--- src/rtl/mem_pkg.sv ---
// Shared opcodes, bus direction encodings and FSM states for the memory bus arbiter.
package mem_pkg;
    localparam logic [3:0] OP_LDR   = 4'b1101;
    localparam logic [3:0] OP_STR   = 4'b1100;
    localparam logic       RW_READ  = 1'b1;
    localparam logic       RW_WRITE = 1'b0;

    typedef enum logic [1:0] {
        IDLE,
        ACCESS,
        RESP
    } state_t;
endpackage

--- src/rtl/mem_wait_counter.sv ---
// Loadable wait-state down-counter; zero flags the final MemEn cycle of an access.
module mem_wait_counter #(
    parameter int WAIT_CYCLES = 2
) (
    input  logic clk,
    input  logic reset,
    input  logic load,
    input  logic en,
    output logic zero
);
    localparam int CNT_W = $clog2(WAIT_CYCLES + 1);

    logic [CNT_W-1:0] cnt_q, cnt_d;

    always_comb begin
        cnt_d = cnt_q;
        if (load)
            cnt_d = CNT_W'(WAIT_CYCLES - 1);
        else if (en && cnt_q != '0)
            cnt_d = cnt_q - 1'b1;
    end

    always_ff @(posedge clk) begin
        if (reset)
            cnt_q <= '0;
        else
            cnt_q <= cnt_d;
    end

    assign zero = (cnt_q == '0);
endmodule

--- src/rtl/mem_bus_arbiter.sv ---
// Round-robin arbiter sharing one memory bus between the fetch and load/store ports,
// one fixed-latency access at a time, with registered bus outputs and grant pulses.
module mem_bus_arbiter
    import mem_pkg::*;
#(
    parameter int WAIT_CYCLES = 2,
    parameter int DATA_WIDTH  = 32
) (
    input  logic                  Clk,
    input  logic                  Reset,
    input  logic                  FetchReq,
    input  logic [DATA_WIDTH-1:0] FetchAddr,
    output logic                  FetchGnt,
    output logic [DATA_WIDTH-1:0] FetchData,
    input  logic                  DataReq,
    input  logic [3:0]            DataOpcode,
    input  logic [DATA_WIDTH-1:0] DataAddr,
    input  logic [DATA_WIDTH-1:0] DataWrData,
    output logic                  DataGnt,
    output logic [DATA_WIDTH-1:0] DataRdData,
    output logic                  DataErr,
    output logic [DATA_WIDTH-1:0] AddressBus,
    output logic [DATA_WIDTH-1:0] DataBusOut,
    output logic                  RW,
    output logic                  MemEn,
    input  logic [DATA_WIDTH-1:0] MemRdData,
    output logic                  Busy
);
    state_t                state_q, state_d;
    logic                  last_data_q, last_data_d;   // 1 = data port served last
    logic                  sel_data_q, sel_data_d;     // winner of the current access
    logic                  fetch_gnt_q, fetch_gnt_d;
    logic                  data_gnt_q, data_gnt_d;
    logic                  data_err_q, data_err_d;
    logic [DATA_WIDTH-1:0] fetch_data_q, fetch_data_d;
    logic [DATA_WIDTH-1:0] data_rd_q, data_rd_d;
    logic [DATA_WIDTH-1:0] addr_q, addr_d;
    logic [DATA_WIDTH-1:0] dout_q, dout_d;
    logic                  rw_q, rw_d;
    logic                  mem_en_q, mem_en_d;
    logic                  busy_q, busy_d;

    logic cnt_load, cnt_zero, pick_data, op_valid;

    mem_wait_counter #(.WAIT_CYCLES(WAIT_CYCLES)) u_wait_cnt (
        .clk   (Clk),
        .reset (Reset),
        .load  (cnt_load),
        .en    (state_q == ACCESS),
        .zero  (cnt_zero)
    );

    always_comb begin
        state_d      = state_q;
        last_data_d  = last_data_q;
        sel_data_d   = sel_data_q;
        fetch_gnt_d  = 1'b0;
        data_gnt_d   = 1'b0;
        data_err_d   = 1'b0;
        fetch_data_d = fetch_data_q;
        data_rd_d    = data_rd_q;
        addr_d       = addr_q;
        dout_d       = dout_q;
        rw_d         = rw_q;
        mem_en_d     = mem_en_q;
        cnt_load     = 1'b0;
        pick_data    = DataReq && (!FetchReq || !last_data_q);
        op_valid     = (DataOpcode == OP_LDR) || (DataOpcode == OP_STR);

        case (state_q)
            IDLE: begin
                if (FetchReq || DataReq) begin
                    if (pick_data && !op_valid) begin
                        // Bad opcode never touches the bus; answer immediately.
                        state_d     = RESP;
                        data_gnt_d  = 1'b1;
                        data_err_d  = 1'b1;
                        last_data_d = 1'b1;
                    end else begin
                        state_d    = ACCESS;
                        sel_data_d = pick_data;
                        mem_en_d   = 1'b1;
                        cnt_load   = 1'b1;
                        if (pick_data) begin
                            addr_d = DataAddr;
                            if (DataOpcode == OP_STR) begin
                                rw_d   = RW_WRITE;
                                dout_d = DataWrData;
                            end else begin
                                rw_d   = RW_READ;
                                dout_d = '0;
                            end
                        end else begin
                            addr_d = FetchAddr;
                            rw_d   = RW_READ;
                            dout_d = '0;
                        end
                    end
                end
            end
            ACCESS: begin
                if (cnt_zero) begin
                    if (rw_q == RW_READ) begin
                        if (sel_data_q)
                            data_rd_d = MemRdData;
                        else
                            fetch_data_d = MemRdData;
                    end
                    state_d     = RESP;
                    mem_en_d    = 1'b0;
                    addr_d      = '0;
                    dout_d      = '0;
                    rw_d        = RW_READ;
                    fetch_gnt_d = !sel_data_q;
                    data_gnt_d  = sel_data_q;
                    last_data_d = sel_data_q;
                end
            end
            RESP:    state_d = IDLE;
            default: state_d = IDLE;
        endcase

        busy_d = (state_d != IDLE);
    end

    always_ff @(posedge Clk) begin
        if (Reset) begin
            state_q      <= IDLE;
            last_data_q  <= 1'b0;
            sel_data_q   <= 1'b0;
            fetch_gnt_q  <= 1'b0;
            data_gnt_q   <= 1'b0;
            data_err_q   <= 1'b0;
            fetch_data_q <= '0;
            data_rd_q    <= '0;
            addr_q       <= '0;
            dout_q       <= '0;
            rw_q         <= RW_READ;
            mem_en_q     <= 1'b0;
            busy_q       <= 1'b0;
        end else begin
            state_q      <= state_d;
            last_data_q  <= last_data_d;
            sel_data_q   <= sel_data_d;
            fetch_gnt_q  <= fetch_gnt_d;
            data_gnt_q   <= data_gnt_d;
            data_err_q   <= data_err_d;
            fetch_data_q <= fetch_data_d;
            data_rd_q    <= data_rd_d;
            addr_q       <= addr_d;
            dout_q       <= dout_d;
            rw_q         <= rw_d;
            mem_en_q     <= mem_en_d;
            busy_q       <= busy_d;
        end
    end

    assign FetchGnt   = fetch_gnt_q;
    assign FetchData  = fetch_data_q;
    assign DataGnt    = data_gnt_q;
    assign DataRdData = data_rd_q;
    assign DataErr    = data_err_q;
    assign AddressBus = addr_q;
    assign DataBusOut = dout_q;
    assign RW         = rw_q;
    assign MemEn      = mem_en_q;
    assign Busy       = busy_q;
endmodule

--- config.mk ---
export PLATFORM = sky130hd
export DESIGN_NAME = mem_bus_arbiter
export DESIGN_NICKNAME = d
export VERILOG_FILES = /design/src/rtl/mem_pkg.sv /design/src/rtl/mem_wait_counter.sv /design/src/rtl/mem_bus_arbiter.sv
export SDC_FILE = /design/constraint.sdc
export NUM_CORES = 1
export LEC_CHECK = 0
export ABC_AREA = 1
export BUFFER_PORTS_ARGS = -buffer_cell sky130_fd_sc_hd__buf_4
export CORE_ASPECT_RATIO = 0.8
export CORE_MARGIN = 8
export CORE_UTILIZATION = 48
export CTS_BUF_LIST = sky130_fd_sc_hd__clkbuf_8
export DETAILED_ROUTE_END_ITERATION = 7
export GPL_ROUTABILITY_DRIVEN = 0
export PLACE_DENSITY_LB_ADDON = 0.3
export SLEW_MARGIN = 20
export SYNTH_ARGS = -nofsm -noshare
export SYNTH_HDL_FRONTEND = slang
export SYNTH_SLANG_ARGS = --single-unit
--- constraint.sdc ---
create_clock -name Clk -period 1.7 [get_ports Clk]
set_input_delay 0.17 -clock Clk [delete_from_list [all_inputs] [get_ports Clk]]
set_output_delay 0.17 -clock Clk [all_outputs]
set_load 0.01 [all_outputs]
Word-level counts from Yosys, hierarchy flattened
Cells that the tools add are included.

Register bits after elaboration: 140. Input port bits: 136. Output and inout port bits: 134. Logic and storage cells: 89.

Add/subtract/negate cells: 1. Eq/ne operators: 7. Mux-type cells: 37. Bitwise operators: 5. Reduce and logical (&&, ||, !) cells: 24.

Operator list (count): 32-bit 2-to-1 mux (8); 32-bit one-hot mux with 2 select lines (2); 1-bit 2-to-1 mux (19); 4-bit AND reduction (4); 4-bit equality test, second input constant (2); 2-bit inequality test, second input constant (4); 1-bit one-hot mux with 2 select lines (4); 2-bit nonzero test (4); 2-bit 2-to-1 mux (3); 1-bit inverter (5); 1-bit logical NOT (4); 2-bit logical NOT (2); 2-bit one-hot mux with 2 select lines (1); 2-bit OR reduction (2); 1-bit logical AND (3); 1-bit logical OR (3); 3-bit AND reduction (1); 3-bit OR reduction (1); 2-bit by 1-bit equality test with 1-bit output, second input constant (1); 2-bit by 1-bit subtractor with 2-bit output, second input constant (1).

Longest topological paths before layout
Gate-level depths: netlist (run 1).

Depth in word-level cells: 8. Gate-level depth with buffers: 10. Depth with buffers taken out: 8.

Hierarchy
From an unflattened synthesis (run 1), not the netlist that was laid out.

Cells, all modules: 855. Area total of the unflattened synthesis: 5940.7 µm².

By module, submodules not included: mem_bus_arbiter (instances 1, cells an instance 838, area an instance 5823.1 µm², sequential area each 2762.6 µm²); mem_wait_counter (instances 1, cells an instance 17, area an instance 117.6 µm², sequential area each 40.0 µm²).

Worst setup path before layout (run 1)
Ideal clock, no wire load.

Path type: register -> register. From: reg u_wait_cnt.cnt_q[0]. To: reg dout_q[10] (netlist: DataBusOut[10]). Library setup time: 0.128 ns. Arrival: 1.307 ns. Data required time: 1.572 ns. Path slack: 0.266 ns. Stages on the path, launching flop included: 10. Path buffers: 1. Clock period less this slack: 1.434 ns. Cells stage by stage: dfxtp_1 > inv_1 > ha_1 > nand2_2 > nand2_2 > nand2_2 > clkbuf_1 > nand2_1 > nand2_1 > nor2_1.

Cells in the longest elaborated chain, start to end: 3.

Ends and longest elaborated chain: start: declaration (line mem_wait_counter.sv:13) `logic [CNT_W-1:0] cnt_q, cnt_d;`; start signal: assignment (line mem_wait_counter.sv:27) `cnt_q <= cnt_d;`; 2-bit logical NOT (line mem_wait_counter.sv:30) `assign zero = (cnt_q == '0);`; 2-bit inequality test (no line); 4-bit AND reduction (no line); end signal: assignment (line mem_bus_arbiter.sv:151) `dout_q <= dout_d;`; end: declaration (line mem_bus_arbiter.sv:38) `logic [DATA_WIDTH-1:0] dout_q, dout_d;`.

No other way between the ends. A chain may end at the register's enable or synchronous reset.

Worst setup path after layout (run 1)
From: reg u_wait_cnt.cnt_q[0]. To: reg fetch_data_q[26] (netlist: FetchData[26]).

Cells in the longest elaborated chain, start to end: 2.

Ends and longest elaborated chain: 2-bit logical NOT (line mem_wait_counter.sv:30); 4-bit AND reduction (no line); end signal: assignment (line mem_bus_arbiter.sv:148) `fetch_data_q <= fetch_data_d;`; end: declaration (line mem_bus_arbiter.sv:35) `logic [DATA_WIDTH-1:0] fetch_data_q, fetch_data_d;`.

No other way between the ends.

==> impl_metrics.ini, run 1 <==
[run_status]
status = finished, final reports clean

[pwr]
p_seq_share_pct = 43.2
p_comb_share_pct = 28.9
max-vdd-ir-drop_uv = 729
power.total_mw = 8.83
internal-power_mw = 6.01
leakagePower_nw = 4.18
power_density_nw_per_um2 = 1010
p_sw_mw = 2.82
power_frac_clock_pct = 27.9
swShare_pct = 31.9

[yosys]
yosys_warnings = 0
syn_area_um2 = 5870
yosysTopAreaCell = dfxtp_1
synth.distinct_cells = 25
ys_async_sr_fraction_pct = 0
synth_cells = 840
ys_ff_latch = 140
postSynthAreaPerCell_um2 = 6.98
synth-edff-count = 0
synth_nets = 977
synth_flop_cell = dfxtp_1
synth_commonest_cells = nand2_1, nor2_1, dfxtp_1
yosysMostFrequentCell = nand2_1
yosys-top-cells-area = dfxtp_1, nand3_1, nand2_1, nor2_1, o21ai_0
yosysSeqAreaShare_pct = 47.8
netlist.area_leader.share_pct = 47.8

[critical_path]
rr_startpoint = u_wait_cnt.cnt_q[0]
critPathRequiredTime_ns = 2.02
worst_setup_path_end_kind = flop
rrSetupSlack_ns = 0.14
criticalPathCategory = reg2reg
worstSetupStartpointType = flop
crit_fanout = 16
reg2reg_to = FetchData[26]
worst_r2r_path_depth = 8
arrival_ns = 1.88

[finish]
layout.nets = 1255
drive_above_1_share_pct = 29.6
finalNonFillerCells = 1280
antennaDiodeCount = 0
syn_to_final_growth_pct = 48.5
finish.utilization_pct = 72.2
final_cell_area_um2 = 8710
fill_cells = 1000

[job]
maxCapViolCount = 0

[timing]
rsz0062_at_grt = no
setup_viol = 0
finalCritPeriodShare_pct = 91.8
slew_headroom_pct = 62.5
min_period_ns = 1.56
worst_slew_pin_slew_ns = 0.562
tns_ns = 0
finClkSkew_ns = 0.0156
setup_slack_ns = 0.139
fmax_mhz = 641
hold_violations = 0
hold_slack_ns = 0.0262
finalMaxSlewViolations = 0

[floorplan]
die_area_um2 = 16000
die_w_um = 140
start_util_pct = 48.6
die_y_um = 115
fp-row-count = 36
core_area_um2 = 12100
boundaryPins = 270

[clock_network]
cts_root_buf = clkbuf_8
postCtsSetupBuffers = 0
cts_tree = built
cts.sinks = 140
ctsLongestPathBuffers = 2
htreeDepth = 4
clk_latency_ns = 0.43
cts_buffers = 17
path_clk_slew_ns = 0.08

[global_route]
grt.total_usage_pct = 24.4
grt_pass1_vias = 6323
grt_pass1_wl_um = 31900
antenna_found_initial = 0
grt_max_degree = 52
grt-ovfl-total = 0

[detailed_routing]
drc = 0
dr.pass1.iters = 5
wl_per_cell_um = 15.6
ant_nets = 0
num_vias = 6474
routed_via_density = 5.06
wl_um = 20000
dr.first_iter.drc_count = 463

[place]
portBuffers = 269
hpwlAfterDp_um = 13700
place_area_um2 = 8040
pre_cts_slack_ns = 0.146
dp.cells = 1220

[worst_hold_path]
hold_end = FetchData[3]
hp-class = in2reg
hp-start = MemRdData[3]
holdPathStages = 3
## kinds of logic (layout without fill, tap and decap cells)
group | after synthesis | count (layout) | share of synthesized area (%)
simple gates | 482 | 482 | 34.4
compound gates | 106 | 106 | 9.15
flops | 140 | 140 | 47.8
fa+ha+maj | 1 | 1 | 0.213
xor+xnor | 1 | 1 | 0.149
buf+inv | 110 | 398 | 8.36
## routing by layer
layer | global-route usage, % | share of wire, % | vias to the layer above
li1 | - | - | 3229
met1 | 27.7 | 40 | 2952
met2 | 40.9 | 48 | 246
met3 | 8.63 | 8.9 | 47
met4 | 11.4 | 3.4 | 0
met5 | 0 | 0 | -
## power groups by stage
stage	clock, mW	combinational (mW)	sequential (mW)
floorplan	0	1.21	4.01
global placement	0	2.44	3.88
detailed placement	0	2.49	3.88
CTS	2.51	2.56	3.82
global route	2.66	2.83	3.86
finish	2.46	2.55	3.82
## worst max path at each step
stage / cells past startpoint / slack, ns / start / endpoint
after floorplan: 9 / 0.27 / u_wait_cnt.cnt_q[0] / DataBusOut[10]
after global placement: 7 / 0.22 / state_q[1] / DataBusOut[6]
after detailed placement: 8 / 0.15 / u_wait_cnt.cnt_q[0] / DataRdData[29]
after CTS: 8 / 0.13 / u_wait_cnt.cnt_q[0] / FetchData[5]
after global routing: 8 / 0.02 / u_wait_cnt.cnt_q[0] / FetchData[5]
final: 8 / 0.14 / u_wait_cnt.cnt_q[0] / FetchData[26]
## cell usage in the layout, fill, tap and decap left out
| master | count |
|---|---|
| nor2_1 | 164 |
| nand3_2 | 2 |
| ha_1 | 1 |
| clkinvlp_4 | 2 |
| o21ai_0 | 62 |
| buf_6 | 1 |
| buf_4 | 281 |
| xor2_1 | 1 |
| nand2_1 | 173 |
| clkinv_2 | 3 |
| bufinv_16 | 1 |
| nor2_2 | 2 |
| o21bai_1 | 1 |
| nor2_4 | 1 |
| and3_1 | 1 |
| clkbuf_8 | 19 |
| o21ai_2 | 1 |
| o21ai_1 | 4 |
| nand3_1 | 132 |
| nand4_1 | 1 |
| buf_12 | 9 |
| nor3_1 | 1 |
| dlygate4sd3_1 | 31 |
| dfxtp_1 | 140 |
| inv_2 | 3 |
| a21oi_1 | 38 |
| nand2_2 | 5 |
| inv_1 | 44 |
| inv_6 | 1 |
| clkinv_4 | 3 |
## repair_timing
item | 4_1_cts | 5_1_grt
endpoints found under the setup margin | 0 | 2
resized for setup | 0 | 2
hold buffers | 31 | 0
hold endpoints to repair | 45 | 0
## layout make-up
cell class                      instances  area (µm²)  area share [%]
Tap cell                              152         190            2.18
Multi-Input combinational cell        590        2580            29.6
Clock buffer                           19         262            3.00
Sequential cell                       140        2800            32.2
Clock inverter                         10        95.1            1.09
Timing Repair Buffer                  322        2610            30.0
Inverter                               47         176            2.02
## sequential cells by signal (all words and copies together) (netlist names), 2 cells and up
| name | count |
|---|---|
| FetchData | 32 |
| state_q | 2 |
| DataRdData | 32 |
| DataBusOut | 32 |
| u_wait_cnt.cnt_q | 2 |
| AddressBus | 32 |
## critical path, cell delays in order (launching register included)
cell	delay [ns]
dfxtp_1	0.32
inv_1	0.06
ha_1	0.21
nand2_2	0.11
inv_1	0.13
nand3_2	0.14
buf_4	0.23
o21ai_0	0.20
nor2_1	0.06
Power figures use the tool's default switching activity.
==> inputs of run 2 (changes only) <==
Settings changed: CORE_MARGIN 8 to 2.
==> run 2 against run 1 <==
  * Global-route usage grew 2.0 points
  * Clock-buffer cell count is the same
  * Critical endpoint is now DataBusOut[31]
  * Total power grew 7.1%
  * Routed wire length shrank 9.7%
  * Highest routed layer unchanged
  * Flip-flop and latch count is the same
  * Worst hold slack lost 0.0052 ns
  * Combinational power shrank 2%
  * First-iteration DRC count shrank 8.9%
  * Core utilization grew 0.59 points
  * Critical path type unchanged
  * Via count shrank 0.36%
  * Cell count shrank 0.23%
  * Worst setup slack gained 0.026 ns
==> impl_metrics.ini, run 2 (synthesis results as in run 1) <==
[run_status]
status = finished, final reports clean

[critical_path]
crit_fanout = 34
worst_setup_path_end_kind = flop
worst_r2r_path_depth = 9
crit_top_cell = nand2_2
path_cells = inv_1, ha_1, nand2_2, nand2_2, nand2_2, buf_12, nand2_1, nand2_1, nor2_1
criticalPathCategory = reg2reg
worstSetupStartpointType = flop
cp_slowest_cell = dfxtp_1
cp.depth = 9
rrSetupSlack_ns = 0.17
arrival_ns = 1.85
max_stage_delay_ns = 0.35
crit_family = simple AND/OR/NAND/NOR gates
critPathRequiredTime_ns = 2.01
crit_buf_inv = 2

[finish]
layout_common_cells = buf_4, nand2_1, nor2_1, dfxtp_1, nand3_1
antennaDiodeCount = 0
layout.nets = 1249
final_common_cell = buf_4
finalNonFillerCells = 1277
drive_above_1_share_pct = 29.5
syn_to_final_growth_pct = 49.7

[floorplan]
boundaryPins = 270
die_area_um2 = 13100
die_w_um = 128
die_y_um = 103
start_util_pct = 48.6
core_area_um2 = 12100
fp-row-count = 36

[timing]
tns_ns = 0
hold_slack_ns = 0.0210
rsz0062_at_grt = no
worst_slew_pin_slew_ns = 0.363
setup_viol = 0
fmax_mhz = 652
slew_headroom_pct = 75.8
finClkSkew_ns = 0.0166
hold_violations = 0
finalMaxSlewViolations = 0
min_period_ns = 1.53
setup_slack_ns = 0.165
finalCritPeriodShare_pct = 90.3

[detailed_routing]
num_vias = 6451
wl_um = 18000
drc = 0
ant_nets = 0
dr.first_iter.drc_count = 422
wl_per_cell_um = 14.1
dr.pass1.iters = 5
routed_via_density = 5.05

[global_route]
grt_pass1_wl_um = 27900
grt-ovfl-total = 0
grt_pass1_vias = 5760
antenna_found_initial = 0
grt.total_usage_pct = 26.4
grt_max_degree = 69

[pwr]
power.total_mw = 9.46
leakagePower_nw = 4.21
power_density_nw_per_um2 = 1080
max-vdd-ir-drop_uv = 852

[clock_network]
cts_buffers = 17
clk_latency_ns = 0.43
ctsLongestPathBuffers = 2
postCtsSetupBuffers = 0
cts_root_buf = clkbuf_8
path_clk_slew_ns = 0.08
cts_tree = built
htreeDepth = 4
cts.sinks = 140

[place]
hpwlAfterDp_um = 11800
pre_cts_slack_ns = 0.165
portBuffers = 269
dp.cells = 1216

[worst_hold_path]
hp-class = in2reg
holdPathStages = 3

[job]
maxCapViolCount = 0
==> run 2: power breakdown <==
| part | internal [mW] | switching, mW | total [mW] |
|---|---|---|---|
| logic | 1.16 | 1.33 | 2.49 |
| clock network | 1.84 | 1.32 | 3.16 |
| registers | 3.62 | 0.198 | 3.82 |
==> run 2: layout make-up <==
class / instances / area (µm²)
Tap cell: 152 / 190
Clock buffer: 19 / 262
Clock inverter: 13 / 213
Fill cell: 1005 / 3290
Multi-Input combinational cell: 590 / 2580
Sequential cell: 140 / 2800
Timing Repair Buffer: 316 / 2560
Inverter: 47 / 176
==> run 2: tightest hold or removal path: cells and delay by family <==
| kind | cells | cell delay, ns |
|---|---|---|
| buffers and inverters | 1 | 0.08 |
| AND/OR/NAND/NOR | 1 | 0.08 |
| AO/OA/AOI/OAI | 1 | 0.07 |
==> run 2: path summary, 6_finish.rpt <==
path / startpoint / to
max: u_wait_cnt.cnt_q[0] / DataBusOut[31]
min: MemRdData[1] / FetchData[1]
max reg2reg: u_wait_cnt.cnt_q[0] / DataBusOut[31]
min reg2reg: AddressBus[12] / AddressBus[12]
==> run 2: repair_timing <==
| item | 4_1_cts | 5_1_grt |
|---|---|---|
| hold endpoints to repair | 46 | 1 |
| hold buffers | 28 | 1 |
| endpoints found under the setup margin | 0 | 4 |
| resized for setup | 0 | 2 |
==> run 2: metal layers <==
metal / track usage [%] / routed length [µm] / vias up
met5: 0 / 0 / -
met4: 8.88 / 291 / 0
met3: 6.90 / 1430 / 27
met2: 45.3 / 8830 / 252
met1: 32.8 / 7470 / 2947
li1: - / - / 3225
==> run 2: metrics by stage <==
stage                     instance area, µm²  utilization (%)
after CTS                               8770             72.6
after floorplan                         5870                -
after global placement                  8010             66.4
final                                   8780             72.8
after detailed placement                8010             66.4
after global routing                    8780             72.8
==> inputs of run 3 (changes only) <==
Clock period 1.7 ns to 1.65 ns, I/O delays scaled along.
==> run 3 against run 2 <==
  * First-iteration DRC count down 14%
  * Flip-flop and latch count is the same
  * Worst hold slack gained 0.051 ns
  * Core utilization shrank 0.31 points
  * Non-clock buffer count increased by 2
  * Maximum frequency increased by 0.95%
  * Largest power group unchanged
==> impl_metrics.ini, run 3 (synthesis results as in run 1) <==
[run_status]
status = finished, final reports clean

[floorplan]
die_w_um = 128
core_area_um2 = 12100
fp-row-count = 36
die_y_um = 103
die_area_um2 = 13100
boundaryPins = 270
start_util_pct = 48.6

[critical_path]
crit_buf_inv = 3
crit_family = buffers and inverters
cp_slowest_cell = dfxtp_1
worst_setup_path_end_kind = flop
crit_fanout = 32
path_cells = inv_1, ha_1, nand2_2, inv_1, nand3_2, buf_6, o21ai_0, nor2_1
rrSetupSlack_ns = 0.13
arrival_ns = 1.85
worstSetupStartpointType = flop
criticalPathCategory = reg2reg
critPathRequiredTime_ns = 1.98
crit_top_cell = inv_1
max_stage_delay_ns = 0.32

[detailed_routing]
num_vias = 6392
wl_um = 17800
drc = 0
dr.pass1.iters = 4
routed_via_density = 5.00
ant_nets = 0
wl_per_cell_um = 13.9
dr.first_iter.drc_count = 365

[pwr]
leakagePower_nw = 4.20
internal-power_mw = 6.43
power_frac_clock_pct = 30.3
p_comb_share_pct = 27.6
swShare_pct = 31.2
power_density_nw_per_um2 = 1070
p_sw_mw = 2.91
max-vdd-ir-drop_uv = 684
p_seq_share_pct = 42.0

[place]
portBuffers = 269
hpwlAfterDp_um = 11600
dp.cells = 1215

[clock_network]
ctsLongestPathBuffers = 2
path_clk_slew_ns = 0.08
clk_latency_ns = 0.44
cts_tree = built
htreeDepth = 4
postCtsSetupBuffers = 0
cts_root_buf = clkbuf_8
cts.sinks = 140
cts_buffers = 17

[finish]
finish.utilization_pct = 72.5
final_common_cell = buf_4
drive_above_1_share_pct = 29.4
syn_to_final_growth_pct = 49.1
finalNonFillerCells = 1278
antennaDiodeCount = 0
layout.nets = 1251
layout_common_cells = buf_4, nand2_1, nor2_1, dfxtp_1, nand3_1

[timing]
tns_ns = 0
min_period_ns = 1.52
hold_violations = 0
setup_viol = 0
slew_headroom_pct = 76.4
hold_slack_ns = 0.0725
worst_slew_pin_slew_ns = 0.354
fmax_mhz = 658
rsz0062_at_grt = no
finalMaxSlewViolations = 0
finalCritPeriodShare_pct = 92.1
finClkSkew_ns = 0.0139

[global_route]
grt_pass1_wl_um = 27200
grt-ovfl-total = 0
grt_max_degree = 73
antenna_found_initial = 0
grt_pass1_vias = 5714
grt.total_usage_pct = 25.8

[worst_hold_path]
hp-class = in2reg

[job]
maxCapViolCount = 0
run 3: path summary, 6_finish.rpt:
path / to / startpoint / cells after the start
max: DataRdData[21] / u_wait_cnt.cnt_q[0] / 8
max reg2reg: DataRdData[21] / u_wait_cnt.cnt_q[0] / 8
min reg2reg: AddressBus[11] / AddressBus[11] / 2
min: DataBusOut[9] / DataWrData[9] / 5
run 3: worst register-to-register path, stage by stage (launching register included):
cell	delay (ns)
dfxtp_1	0.32
inv_1	0.06
ha_1	0.19
nand2_2	0.11
inv_1	0.12
nand3_2	0.11
buf_6	0.21
o21ai_0	0.23
nor2_1	0.07
run 3: per-stage QoR:
step | worst slack (ns) | power, mW | instance area [µm²]
after floorplan | 0.216 | 5.38 | 5870
after global placement | 0.102 | 6.46 | 8010
after detailed placement | 0.0486 | 6.50 | 8010
after CTS | 0.0303 | 9.38 | 8730
after global routing | 0.0185 | 9.85 | 8750
final | 0.130 | 9.34 | 8750
run 3: cell type report:
class                      count  area (µm²)
clock buffer                  17         234
clock inverter                14         170
fill                        1046        3320
inverter                      47         181
multi-input combinational    590        2580
sequential                   140        2800
tap                          152         190
timing repair buffer         318        2590
run 3: what timing repair did:
item / in CTS / in global routing
endpoints found under the setup margin: 0 / 84
gates resized for setup: 0 / 7
hold buffers: 32 / 0
endpoints found under the hold margin: 56 / 0
run 3: layer usage:
metal	global-route usage, %	wire length [µm]
met5	0	0
met4	9.47	472
met3	8.82	1390
met2	42.4	8400
met1	31.8	7500
run 3: power groups by stage:
stage | combinational [mW] | clock [mW] | sequential, mW
floorplan | 1.24 | 0 | 4.13
global placement | 2.47 | 0 | 3.99
detailed placement | 2.51 | 0 | 3.99
CTS | 2.57 | 2.88 | 3.92
global route | 2.86 | 3.03 | 3.97
finish | 2.58 | 2.83 | 3.93
